### config.mk
export PLATFORM = sky130hd
export DESIGN_NAME = hero_write_rx_flat
export DESIGN_NICKNAME = d
export VERILOG_FILES = /design/src/rtl/hero_write_rx_if.sv /design/src/rtl/hero_write_rx.sv /design/src/flat_wrapper.sv
export SDC_FILE = /design/constraint.sdc
export NUM_CORES = 1
export LEC_CHECK = 0
export CORE_UTILIZATION = 45
export CTS_BUF_LIST = sky130_fd_sc_hd__clkbuf_4 sky130_fd_sc_hd__clkbuf_8
export DETAILED_ROUTE_END_ITERATION = 10
export GPL_TIMING_DRIVEN = 0
export PLACE_DENSITY = 0.78
export REMOVE_ABC_BUFFERS = 1
export SLEW_MARGIN = 5
export SYNTH_ARGS = -nofsm -noshare
export SYNTH_HDL_FRONTEND = slang
export SYNTH_SLANG_ARGS = --single-unit
### constraint.sdc
create_clock -name clk -period 6.1 [get_ports clk]
set_clock_uncertainty 0.15 [all_clocks]
set_input_delay 0.915 -clock clk [delete_from_list [all_inputs] [get_ports clk]]
set_output_delay 0.915 -clock clk [all_outputs]
set_load 0.01 [all_outputs]
### src/rtl/hero_write_rx_if.sv
// Bundle of hero write bus inputs and the downstream valid/ready FIFO side.
// The slave modport is the receiver; the master modport drives the bus and consumes entries.
interface hero_write_rx_if #(
  parameter int DEPTH  = 8,
  parameter int DATA_W = 36,
  parameter int SUB_W  = 7
);
  localparam int LVL_W = $clog2(DEPTH + 1);

  logic [1:0]        hero_cycle_type;
  logic [DATA_W-1:0] hero_wdat;
  logic [SUB_W-1:0]  hero_sub;
  logic              hero_clk_en;

  logic              out_valid;
  logic              out_ready;
  logic [DATA_W-1:0] out_wdat;
  logic [SUB_W-1:0]  out_sub;
  logic              out_last;
  logic              out_err;
  logic [LVL_W-1:0]  fifo_level;
  logic              overflow_pulse;
  logic              proto_err_pulse;

  modport slave (
    input  hero_cycle_type, hero_wdat, hero_sub, hero_clk_en, out_ready,
    output out_valid, out_wdat, out_sub, out_last, out_err, fifo_level,
           overflow_pulse, proto_err_pulse
  );

  modport master (
    output hero_cycle_type, hero_wdat, hero_sub, hero_clk_en, out_ready,
    input  out_valid, out_wdat, out_sub, out_last, out_err, fifo_level,
           overflow_pulse, proto_err_pulse
  );
endinterface

### src/rtl/hero_write_rx.sv
// Hero write bus receiver: frames beats into transactions and buffers them in a FIFO.
// Optional HERO_WRITE_RX_STATS_EN adds saturating completed/dropped transaction counters.
module hero_write_rx #(
  parameter int DEPTH  = 8,
  parameter int DATA_W = 36,
  parameter int SUB_W  = 7
) (
  input  logic clk,
  input  logic rst,
  hero_write_rx_if.slave bus
`ifdef HERO_WRITE_RX_STATS_EN
  ,
  output logic [15:0] xfer_done_cnt,
  output logic [15:0] xfer_drop_cnt
`endif
);
  localparam int PTR_W = $clog2(DEPTH);
  localparam int LVL_W = $clog2(DEPTH + 1);
  localparam logic [1:0] CT_VALID   = 2'd1;
  localparam logic [1:0] CT_DONE    = 2'd2;
  localparam logic [1:0] CT_ILLEGAL = 2'd3;

  typedef enum logic [1:0] {ST_IDLE, ST_XFER, ST_DROP} state_t;

  typedef struct packed {
    logic [DATA_W-1:0] wdat;
    logic [SUB_W-1:0]  sub;
    logic              last;
    logic              err;
  } entry_t;

  state_t            state_q, state_d;
  logic [PTR_W-1:0]  wr_ptr_q, rd_ptr_q;
  logic [LVL_W-1:0]  level_q, level_d;
  logic              ovf_q, ovf_d;
  logic              proto_q, proto_d;
  entry_t            mem_q [DEPTH];
  entry_t            push_entry, head;
  logic              push_en, pop_en, beat, is_done, has_space;

  // The space check reserves the last slot so an abort marker always fits.
  always_comb begin
    beat       = bus.hero_clk_en && (bus.hero_cycle_type == CT_VALID ||
                                     bus.hero_cycle_type == CT_DONE);
    is_done    = (bus.hero_cycle_type == CT_DONE);
    has_space  = level_q < LVL_W'(DEPTH - 1);
    pop_en     = (level_q != '0) && bus.out_ready;
    proto_d    = bus.hero_clk_en && (bus.hero_cycle_type == CT_ILLEGAL);
    state_d    = state_q;
    push_en    = 1'b0;
    ovf_d      = 1'b0;
    push_entry.wdat = bus.hero_wdat;
    push_entry.sub  = bus.hero_sub;
    push_entry.last = is_done;
    push_entry.err  = 1'b0;
    if (beat) begin
      case (state_q)
        ST_IDLE: begin
          if (has_space) begin
            push_en = 1'b1;
            state_d = is_done ? ST_IDLE : ST_XFER;
          end else begin
            ovf_d   = 1'b1;
            state_d = is_done ? ST_IDLE : ST_DROP;
          end
        end
        ST_XFER: begin
          if (has_space) begin
            push_en = 1'b1;
            state_d = is_done ? ST_IDLE : ST_XFER;
          end else begin
            // An overflowing DONE already ends the transaction, so nothing is left to drop.
            push_en         = 1'b1;
            push_entry.wdat = '0;
            push_entry.sub  = '0;
            push_entry.last = 1'b1;
            push_entry.err  = 1'b1;
            ovf_d           = 1'b1;
            state_d         = is_done ? ST_IDLE : ST_DROP;
          end
        end
        ST_DROP: begin
          if (is_done) state_d = ST_IDLE;
        end
        default: state_d = ST_IDLE;
      endcase
    end
    level_d = level_q + LVL_W'(push_en) - LVL_W'(pop_en);
  end

  always_ff @(posedge clk or posedge rst) begin
    if (rst) begin
      state_q  <= ST_IDLE;
      wr_ptr_q <= '0;
      rd_ptr_q <= '0;
      level_q  <= '0;
      ovf_q    <= 1'b0;
      proto_q  <= 1'b0;
    end else begin
      state_q  <= state_d;
      level_q  <= level_d;
      ovf_q    <= ovf_d;
      proto_q  <= proto_d;
      if (push_en) wr_ptr_q <= wr_ptr_q + PTR_W'(1);
      if (pop_en)  rd_ptr_q <= rd_ptr_q + PTR_W'(1);
    end
  end

  always_ff @(posedge clk) begin
    if (push_en) mem_q[wr_ptr_q] <= push_entry;
  end

  // Head fields read as zero whenever the FIFO is empty.
  assign head                = mem_q[rd_ptr_q];
  assign bus.out_valid       = (level_q != '0);
  assign bus.out_wdat        = bus.out_valid ? head.wdat : '0;
  assign bus.out_sub         = bus.out_valid ? head.sub  : '0;
  assign bus.out_last        = bus.out_valid & head.last;
  assign bus.out_err         = bus.out_valid & head.err;
  assign bus.fifo_level      = level_q;
  assign bus.overflow_pulse  = ovf_q;
  assign bus.proto_err_pulse = proto_q;

`ifdef HERO_WRITE_RX_STATS_EN
  logic [15:0] done_cnt_q, drop_cnt_q;

  always_ff @(posedge clk or posedge rst) begin
    if (rst) begin
      done_cnt_q <= '0;
      drop_cnt_q <= '0;
    end else begin
      if (push_en && push_entry.last && !push_entry.err && done_cnt_q != 16'hFFFF)
        done_cnt_q <= done_cnt_q + 16'd1;
      if (ovf_d && drop_cnt_q != 16'hFFFF)
        drop_cnt_q <= drop_cnt_q + 16'd1;
    end
  end

  assign xfer_done_cnt = done_cnt_q;
  assign xfer_drop_cnt = drop_cnt_q;
`endif
endmodule
### src/flat_wrapper.sv
// flat-port wrapper written by rule: the top's interface ports become plain ports
module hero_write_rx_flat 
#(
  parameter int DEPTH  = 8,
  parameter int DATA_W = 36,
  parameter int SUB_W  = 7
)
  (clk, rst, bus_hero_cycle_type, bus_hero_wdat, bus_hero_sub, bus_hero_clk_en, bus_out_ready, bus_out_valid, bus_out_wdat, bus_out_sub, bus_out_last, bus_out_err, bus_fifo_level, bus_overflow_pulse, bus_proto_err_pulse);
  hero_write_rx_if #(.DEPTH(DEPTH), .DATA_W(DATA_W), .SUB_W(SUB_W)) bus_i ();
  input  logic clk;
  input  logic rst;
  input wire logic [$bits(bus_i.hero_cycle_type)-1:0] bus_hero_cycle_type;
  input wire logic [$bits(bus_i.hero_wdat)-1:0] bus_hero_wdat;
  input wire logic [$bits(bus_i.hero_sub)-1:0] bus_hero_sub;
  input wire logic [$bits(bus_i.hero_clk_en)-1:0] bus_hero_clk_en;
  input wire logic [$bits(bus_i.out_ready)-1:0] bus_out_ready;
  output wire logic [$bits(bus_i.out_valid)-1:0] bus_out_valid;
  output wire logic [$bits(bus_i.out_wdat)-1:0] bus_out_wdat;
  output wire logic [$bits(bus_i.out_sub)-1:0] bus_out_sub;
  output wire logic [$bits(bus_i.out_last)-1:0] bus_out_last;
  output wire logic [$bits(bus_i.out_err)-1:0] bus_out_err;
  output wire logic [$bits(bus_i.fifo_level)-1:0] bus_fifo_level;
  output wire logic [$bits(bus_i.overflow_pulse)-1:0] bus_overflow_pulse;
  output wire logic [$bits(bus_i.proto_err_pulse)-1:0] bus_proto_err_pulse;
  assign bus_i.hero_cycle_type = bus_hero_cycle_type;
  assign bus_i.hero_wdat = bus_hero_wdat;
  assign bus_i.hero_sub = bus_hero_sub;
  assign bus_i.hero_clk_en = bus_hero_clk_en;
  assign bus_i.out_ready = bus_out_ready;
  assign bus_out_valid = bus_i.out_valid;
  assign bus_out_wdat = bus_i.out_wdat;
  assign bus_out_sub = bus_i.out_sub;
  assign bus_out_last = bus_i.out_last;
  assign bus_out_err = bus_i.out_err;
  assign bus_fifo_level = bus_i.fifo_level;
  assign bus_overflow_pulse = bus_i.overflow_pulse;
  assign bus_proto_err_pulse = bus_i.proto_err_pulse;
  hero_write_rx #(.DEPTH(DEPTH), .DATA_W(DATA_W), .SUB_W(SUB_W)) u_core (.clk(clk), .rst(rst), .bus(bus_i));
endmodule
# Word level (Yosys, flattened, before mapping)
# Memories as Yosys holds them, arrays and structs flattened.
# Cells that the tools add are included.
[totals] regBits=14 mem_bits_rw=360 out_inout_bits=52 elab_cells=46 mem_count=1
[mem_list] memory="u_core.mem_q" depth=8 word_bits=45 rd=1 rd_clocked_by_memory_dff=0 wr=1 line_no="hero_write_rx.sv:37" source="entry_t mem_q [DEPTH];"
[op_classes] n_addsub=4 order_cmp=1 n_eq_ne=6 muxes=18 bitwise_logic=2 reduce_logical=8
[op_table] operator="45-bit two-way mux" count=3
[op_table] operator="36-bit two-way mux" count=1
[op_table] operator="1-bit two-way mux" count=8
[op_table] operator="7-bit two-way mux" count=1
[op_table] operator="3-bit by 1-bit adder with 3-bit output, second input constant" count=2
[op_table] operator="2-bit equality test, second input constant" count=3
[op_table] operator="2-bit two-way mux" count=3
[op_table] operator="4-bit by 1-bit adder with 4-bit output" count=1
[op_table] operator="2-bit by 1-bit equality test with 1-bit output, second input constant" count=2
[op_table] operator="4-bit by 3-bit less-than comparator with 1-bit output, second input constant" count=1
[op_table] operator="2-bit one-hot mux with 2 select lines" count=1
[op_table] operator="4-bit nonzero test" count=1
[op_table] operator="4-bit by 1-bit subtractor with 4-bit output" count=1
[op_table] operator="1-bit logical AND" count=3
[op_table] operator="1-bit bitwise AND" count=2
[op_table] operator="2-bit logical NOT" count=1
[op_table] operator="2-bit by 1-bit != test with 1-bit output, second input constant" count=1
[op_table] operator="1-bit one-hot mux with 2 select lines" count=1
[op_table] operator="2-bit AND reduction" count=1
[op_table] operator="2-bit OR reduction" count=1
[op_table] operator="1-bit logical OR" count=1

# Logic depth before layout (Yosys ltp)
# Gate-level depths: netlist of run 1.
[depth] depth_word=6 mapped_depth=12 depth_no_buf=11

# Least setup slack after synthesis of run 1
# No wires, ideal clock.
[synth_path] kind="input port to flip-flop" startpoint="input bus_hero_cycle_type[0]" endpoint="memory u_core.mem_q[0][0] (netlist name) (enable)" setup_ns=0.560 arrival_ns=6.143 path_slack_ns=-0.753 stages=5 n_path_buf=0 path_cell_list="inv_1 > ha_1 > nor3b_1 > o21ai_1 > nor4_1"
[synth_between] elab_chain_cells=6 elab_cells_between_ends=7 cone_classes="eq/ne (2); mux (3); reduce/logical (2)"
[synth_lines] element="start, declared" line_no="flat_wrapper.sv:12" source="input wire logic [$bits(bus_i.hero_cycle_type)-1:0] bus_hero_cycle_type;"
[synth_lines] element="2-bit by 1-bit equality test with 1-bit output or 2-bit equality test (tied branches)" line_no="hero_write_rx.sv:43, hero_write_rx.sv:44"
[synth_lines] element="1-bit logical OR (*)" line_no="hero_write_rx.sv:43" source="beat = bus.hero_clk_en && (bus.hero_cycle_type == CT_VALID ||"
[synth_lines] element="1-bit logical AND (*)" line_no="hero_write_rx.sv:43"
[synth_lines] element="1-bit two-way mux (*)" line_no="hero_write_rx.sv:56" source="if (beat) begin"
[synth_lines] element="1-bit two-way mux (*)" line_no="hero_write_rx.sv:110" source="if (push_en) mem_q[wr_ptr_q] <= push_entry;"
[synth_lines] element="1-bit two-way mux (not written as such) (*)" line_no="hero_write_rx.sv:110"
[synth_lines] element="end, declared" line_no="hero_write_rx.sv:37"
# Every way passes the cells marked *; elsewhere a longest branch is shown, timed or not.

# Worst setup path in the final report of run 1
[layout_path] startpoint="register u_core.level_q[2], in the netlist u_core.bus.fifo_level[2]" endpoint="output bus_out_sub[0]"
[layout_between] elab_chain_cells=2
[layout_lines] element="start, declared" line_no="hero_write_rx.sv:34" source="logic [LVL_W-1:0] level_q, level_d;"
[layout_lines] element="start signal, assigned" line_no="hero_write_rx.sv:101" source="level_q <= level_d;"
[layout_lines] element="4-bit nonzero test" line_no="hero_write_rx.sv:115" source="assign bus.out_valid = (level_q != '0);"
[layout_lines] element="7-bit two-way mux" line_no="hero_write_rx.sv:117" source="assign bus.out_sub = bus.out_valid ? head.sub : '0;"
[layout_lines] element="end, declared" line_no="flat_wrapper.sv:19" source="output wire logic [$bits(bus_i.out_sub)-1:0] bus_out_sub;"
# Every way passes these cells.

==> metrics.cfg, run 1 <==
[outcome]
status = complete, no violations

[power_and_ir_drop]
worst_ir_drop_vdd_v = 0.000291
power_density_nw_per_um2 = 428
p_leak_nw = 5.77
net-switching-power_w = 0.00215
power.clock.fraction_pct = 25.1
swShare_pct = 28.6
p_seq_share_pct = 41.9
p_int_w = 0.00536
pwr-share-comb_pct = 33.0

[critical_path]
reg2reg_from = u_core.bus.fifo_level[2]$_DFF_PP0_
reg2reg_slack_ns = 2.69
required_ns = 5.03
critPathCaptureType = output port
path_class = reg -> out
reg2reg_depth = 7
r2r-end = u_core.mem_q[2][12]$_DFFE_PP_
cp.arrival_ns = 3.14
worstPathMaxFanout = 17
critPathLaunchType = register

[floorplan]
die_area_sq_um = 33000
core_area_sq_um = 31600
initial_utilization_pct = 45.9
core.rowCount = 65
ioPinCount = 101
die_y_microns = 182
die_w_microns = 182

[routing]
vias = 6933
drc = 0
postRouteAntennaNets = 0
viasPerCell = 5.50
wl_per_cell_microns = 22.1
dr.first_iter.drc_count = 538
routed_wl_mm = 27.8
drt-pass1-iter-count = 5

[layout]
post-route-util_pct = 55.4
multi_input_area_sq_um = 3160
antennaDiodeCount = 0
final_cells = 1261
num-fill-cells = 2284
area_growth_pct = 20.8
ff_latch_area_sq_um = 11200
layout-drive-gt1-share_pct = 26.4
final_area_sq_um = 17500
nets = 877

[clocking]
cts_buffer_depth = 3
cts_resized = 0
cts_tree = yes
postCtsHoldBufs = 0
clk_pin_slew_worst_paths_ns = 0.06
numClockSinks = 374
cts-htree-levels = 2
numCtsBuffers = 57
ctsRootBufferMaster = clkbuf_8
insertion_delay_ns = 0.58
cts_post_setup_buffers_inserted = 0

[worst_hold_path]
whs_endpoint = u_core.bus.overflow_pulse$_DFF_PP0_
worstHoldPathType = reg -> reg
min_from = u_core.state_q[1]$_DFFE_PP0P_
hold_depth = 1

[timing]
max_freq_mhz = 238
rsz0062_at_grt = false
final-max-slew-violation-count = 0
slew_headroom_pct = 38.4
fin_crit_sh_pct = 68.9
whs_ns = 0.370
worst_slew_pin_slew_ns = 0.919
finalSetupViolations = 0
setup_slack_ns = 1.90
hold_viol = 0
fin_crit_ns = 4.20

[yosys]
avgSynthCellArea_sq_um = 22.3
synthTopCellsByArea = edfxtp_1, mux4_2, a22o_1, dfrtp_1, and2_1
syn-cell-area_sq_um = 14500
synth_cells = 650
synth.distinct_cells = 33
synth-edff-count = 360
yosysTopAreaCellShare_pct = 74.4
yosysTopAreaCell = edfxtp_1
ys.flop_type = edfxtp_1
synth-async-reset-ratio_pct = 3.74
yosysMostFrequentCell = edfxtp_1
yosys-top-cells-count = edfxtp_1, mux4_2, a22o_1
synth-seq-cells = 374
seq_area_frac_synth_pct = 76.8
yosysWarnings = 0

[global_routing]
grt_first_pass_wirelength_mm = 42.2
grtUsageTotal_pct = 17.2
overflow = 0
grt_start_max_net_pins = 51
antenna_found_initial = 1
grt_pass1_vias = 7378

[place]
post-place-cells = 1160
dpl_cell_area_sq_um = 16500
dp_slack_ns = 1.53
port_buffers = 100
routabilityCongestion = 0.709
hpwl_mm = 17.3

[job]
cap_violations = 0

==> logic make-up (layout without fill, tap and decap cells) <==
kind of cell | count (synthesis) | count (layout) | synth area share, %
flip-flops | 374 | 374 | 76.8
multiplexers | 92 | 92 | 14.1
AND/OR/NAND/NOR | 67 | 67 | 2.77
AO/OA/AOI/OAI | 54 | 54 | 3.14
buffers and inverters | 46 | 255 | 1.78
adder cells (fa/ha/maj) | 11 | 11 | 0.999
XOR/XNOR | 6 | 6 | 0.362
==> layout make-up <==
class	count	share of cell area, %
Inverter	11	0.235
Tap cell	402	2.87
Sequential cell	374	63.7
Multi-Input combinational cell	230	18.0
Timing Repair Buffer	143	9.23
Clock inverter	30	0.892
Clock buffer	71	5.07
==> registers in the layout, indices dropped and copies added (netlist names) <==
signal,count
u_core.mem_q,360
u_core.bus.fifo_level,4
u_core.rd_ptr_q,3
u_core.wr_ptr_q,3
u_core.state_q,2
u_core.bus.overflow_pulse,1
u_core.bus.proto_err_pulse,1
==> worst max-delay path: stages (launching register included) <==
cell             delay, ns
dfrtp_1               0.39
inv_1                 0.08
ha_1                  0.18
or3b_1                0.26
nor2b_4               0.62
buf_16                0.24
a22o_1                0.21
clkdlybuf4s50_1       0.56
==> power by group through the flow <==
stage	clock [W]	sequential (W)	combinational (W)
6_report	0.00189	0.00315	0.00248
3_3_place_gp	0	0.00343	0.00234
2_1_floorplan	0	0.00331	0.00139
5_1_grt	0.00202	0.00317	0.00265
4_1_cts	0.00192	0.00316	0.00253
3_5_place_dp	0	0.00321	0.00253
==> layer usage <==
layer	GRT usage [%]	wire length [microns]	vias up
met5	0	13	-
met4	5.66	609	2
met3	3.93	1800	53
met2	28.0	13700	228
met1	23.1	11700	3586
li1	-	-	3064
==> worst max path at each step <==
stage / start / end / slack, ns / cells past startpoint
after CTS: u_core.bus.fifo_level[2]$_DFF_PP0_ / bus_out_sub[0] / 1.83 / 7
after global placement: bus_hero_cycle_type[0] / u_core.mem_q[0][26]$_DFFE_PP_ / -5.57 / 6
after global routing: u_core.bus.fifo_level[2]$_DFF_PP0_ / bus_out_sub[0] / 1.71 / 7
after floorplan: bus_hero_cycle_type[0] / u_core.mem_q[0][0]$_DFFE_PP_ / -0.75 / 5
final: u_core.bus.fifo_level[2]$_DFF_PP0_ / bus_out_sub[0] / 1.90 / 7
after detailed placement: bus_hero_cycle_type[0] / u_core.mem_q[2][28]$_DFFE_PP_ / 1.53 / 9
==> cells in the final DEF, fill, tap and decap left out, types with 4 or more instances in the layout <==
| master | instances |
|---|---|
| xnor2_1 | 4 |
| nand2b_1 | 4 |
| ha_1 | 10 |
| dfrtp_1 | 12 |
| clkdlybuf4s50_1 | 100 |
| and2_1 | 44 |
| clkinv_2 | 5 |
| a22o_1 | 46 |
| buf_16 | 10 |
| buf_6 | 14 |
| nor3_2 | 4 |
| clkbuf_4 | 14 |
| inv_1 | 11 |
| buf_8 | 4 |
| mux4_2 | 90 |
| edfxtp_1 | 360 |
| clkbuf_8 | 57 |
| clkinv_1 | 21 |
| buf_4 | 14 |
==> per-stage QoR <==
| stage | total power (W) | TNS [ns] |
|---|---|---|
| 6_report | 0.00751 | 0 |
| 5_1_grt | 0.00784 | 0 |
| 4_1_cts | 0.00761 | 0 |
| 3_5_place_dp | 0.00574 | 0 |
| 3_3_place_gp | 0.00577 | -960.65 |
| 2_1_floorplan | 0.00469 | -33.89 |
Note: power is estimated with default switching activity, not from simulation.
==> run 2: changes to the inputs <==
--- a/config.mk
+++ b/config.mk
@@ -9,7 +9,7 @@
 export CTS_BUF_LIST = sky130_fd_sc_hd__clkbuf_4 sky130_fd_sc_hd__clkbuf_8
 export DETAILED_ROUTE_END_ITERATION = 10
 export GPL_TIMING_DRIVEN = 0
-export PLACE_DENSITY = 0.78
+export PLACE_DENSITY = 0.76
 export REMOVE_ABC_BUFFERS = 1
 export SLEW_MARGIN = 5
 export SYNTH_ARGS = -nofsm -noshare
==> constraint.sdc (replaced) <==
create_clock -name clk -period 4.15 [get_ports clk]
set_clock_uncertainty 0.15 [all_clocks]
set_input_delay 0.6225 -clock clk [delete_from_list [all_inputs] [get_ports clk]]
set_output_delay 0.6225 -clock clk [all_outputs]
set_load 0.01 [all_outputs]
==> metrics.cfg, run 2 (synthesis gave the netlist of run 1 again) <==
[floorplan]
core.rowCount = 65
die_w_microns = 182
die_y_microns = 182
die_area_sq_um = 33000
ioPinCount = 101
core_area_sq_um = 31600
initial_utilization_pct = 45.9

[clocking]
ctsRootBufferMaster = clkbuf_8
clk_pin_slew_worst_paths_ns = 0.06
cts_tree = yes
insertion_delay_ns = 0.58
postCtsHoldBufs = 0
cts-htree-levels = 2
numClockSinks = 374
numCtsBuffers = 58
cts_buffer_depth = 3

[critical_path]
required_ns = 3.38
cp-startpoint = u_core.bus.fifo_level[2]$_DFF_PP0_
reg2reg_from = u_core.bus.fifo_level[3]$_DFF_PP0_
critPathLaunchType = register
path_cells = inv_1 > ha_1 > or3b_1 > nor2b_4 > buf_12 > a22o_1 > clkdlybuf4s50_1
reg2reg_slack_ns = 0.98
cpMaxStageDelayCell = nor2b_4
slowest_delay_ns = 0.57
r2r-end = u_core.mem_q[4][10]$_DFFE_PP_
critPathCaptureType = output port
endpoint = bus_out_wdat[9]
cp.arrival_ns = 3.24
path_class = reg -> out
worstPathMaxFanout = 21
reg2reg_depth = 9

[timing]
worst_slew_pin_slew_ns = 0.794
rsz0062_at_grt = false
max_freq_mhz = 249
finalSetupViolations = 0
final-max-slew-violation-count = 0
setup_slack_ns = 0.142
fin_crit_sh_pct = 96.6
fin_crit_ns = 4.01
hold_viol = 0
slew_headroom_pct = 46.8

[routing]
dr.first_iter.drc_count = 598
drt-pass1-iter-count = 5
wl_per_cell_microns = 23.5
viasPerCell = 5.59
vias = 7060
routed_wl_mm = 29.7
postRouteAntennaNets = 0
drc = 0

[worst_hold_path]
worstHoldPathType = in -> async

[place]
hpwl_mm = 18.4
post-place-cells = 1163
port_buffers = 100
routabilityCongestion = 0.678
dp_slack_ns = 0.153
dpl_cell_area_sq_um = 16500

[outcome]
status = complete, no violations

[global_routing]
antenna_found_initial = 1
grt_start_max_net_pins = 53
grt_pass1_vias = 7561
grtUsageTotal_pct = 18.6
grt_first_pass_wirelength_mm = 45.7
overflow = 0

[layout]
nets = 882
final_cells = 1264
regMostFlops = u_core.mem_q
mostFrequentLayoutCells = edfxtp_1, clkdlybuf4s50_1, mux4_2
largest_reg_flops = 360
layout-drive-gt1-share_pct = 28.0
final_common_cell = edfxtp_1
area_growth_pct = 21.2
final_area_sq_um = 17600

[power_and_ir_drop]
p_leak_nw = 5.83
worst_ir_drop_vdd_v = 0.000488
power_density_nw_per_um2 = 635

[job]
cap_violations = 0

-- run 2: worst min-delay path by stage --
stage | start | to | slack [ns] | cells after the start
2_1_floorplan | u_core.rd_ptr_q[2]$_DFFE_PP0P_ | u_core.rd_ptr_q[2]$_DFFE_PP0P_ | 0.32 | 1
3_3_place_gp | u_core.rd_ptr_q[2]$_DFFE_PP0P_ | u_core.rd_ptr_q[2]$_DFFE_PP0P_ | 0.33 | 1
3_5_place_dp | u_core.state_q[1]$_DFFE_PP0P_ | u_core.bus.overflow_pulse$_DFF_PP0_ | 0.36 | 1
4_1_cts | rst | u_core.bus.fifo_level[1]$_DFF_PP0_ | 0.23 | 2
5_1_grt | rst | u_core.bus.fifo_level[1]$_DFF_PP0_ | 0.30 | 2
6_report | rst | u_core.bus.fifo_level[1]$_DFF_PP0_ | 0.24 | 2
-- run 2: routing by layer --
layer / share of wire [%] / global-route usage, % / wire (microns)
met4: 1.5 / 5.19 / 453
met1: 43 / 26.4 / 12800
met2: 49 / 29.4 / 14600
met3: 6.2 / 3.99 / 1830
met5: 0 / 0 / 0
-- run 2: area by class of cell --
type	instances	area (sq um)
clock buffer	84	1000
sequential	374	11200
timing repair buffer	146	1620
tap	402	503
fill	2309	14000
clock inverter	15	95.1
inverter	11	41.3
multi-input combinational	231	3180
antenna	1	2.50
-- run 2: repair_timing --
action,CTS,global route
endpoints found under the setup margin,9,2
setup buffers,0,0
gates cloned,1,0
gates resized for setup,0,1
-- run 2: stage by stage --
stage	util (%)	total power [W]	hold WS [ns]	setup TNS [ns]
3_5_place_dp	52.1	0.00839	0.363	0
6_report	55.7	0.0112	0.243	0
3_3_place_gp	50.0	0.00836	0.331	-2025.00
5_1_grt	55.6	0.0117	0.304	0
4_1_cts	55.6	0.0113	0.232	0
2_1_floorplan	-	0.00690	0.317	-368.91
-- run 2: power by group --
| part | internal [W] | total (W) | leakage [nW] | switching [W] |
|---|---|---|---|---|
| Combinational | 0.00201 | 0.00360 | 1.83 | 0.00159 |
| Sequential | 0.00439 | 0.00468 | 3.42 | 0.000295 |
| Clock | 0.00159 | 0.00291 | 0.583 | 0.00131 |
| Total | 0.00799 | 0.0112 | 5.83 | 0.00320 |
-- run 2: critical path: cells and delay by family, from the launching register on --
kind | cells | cell delay (ns)
AND/OR/NAND/NOR | 2 | 0.94
buffers and inverters | 3 | 0.91
flip-flops | 1 | 0.37
AO/OA/AOI/OAI | 1 | 0.24
adder cells (fa/ha/maj) | 1 | 0.19
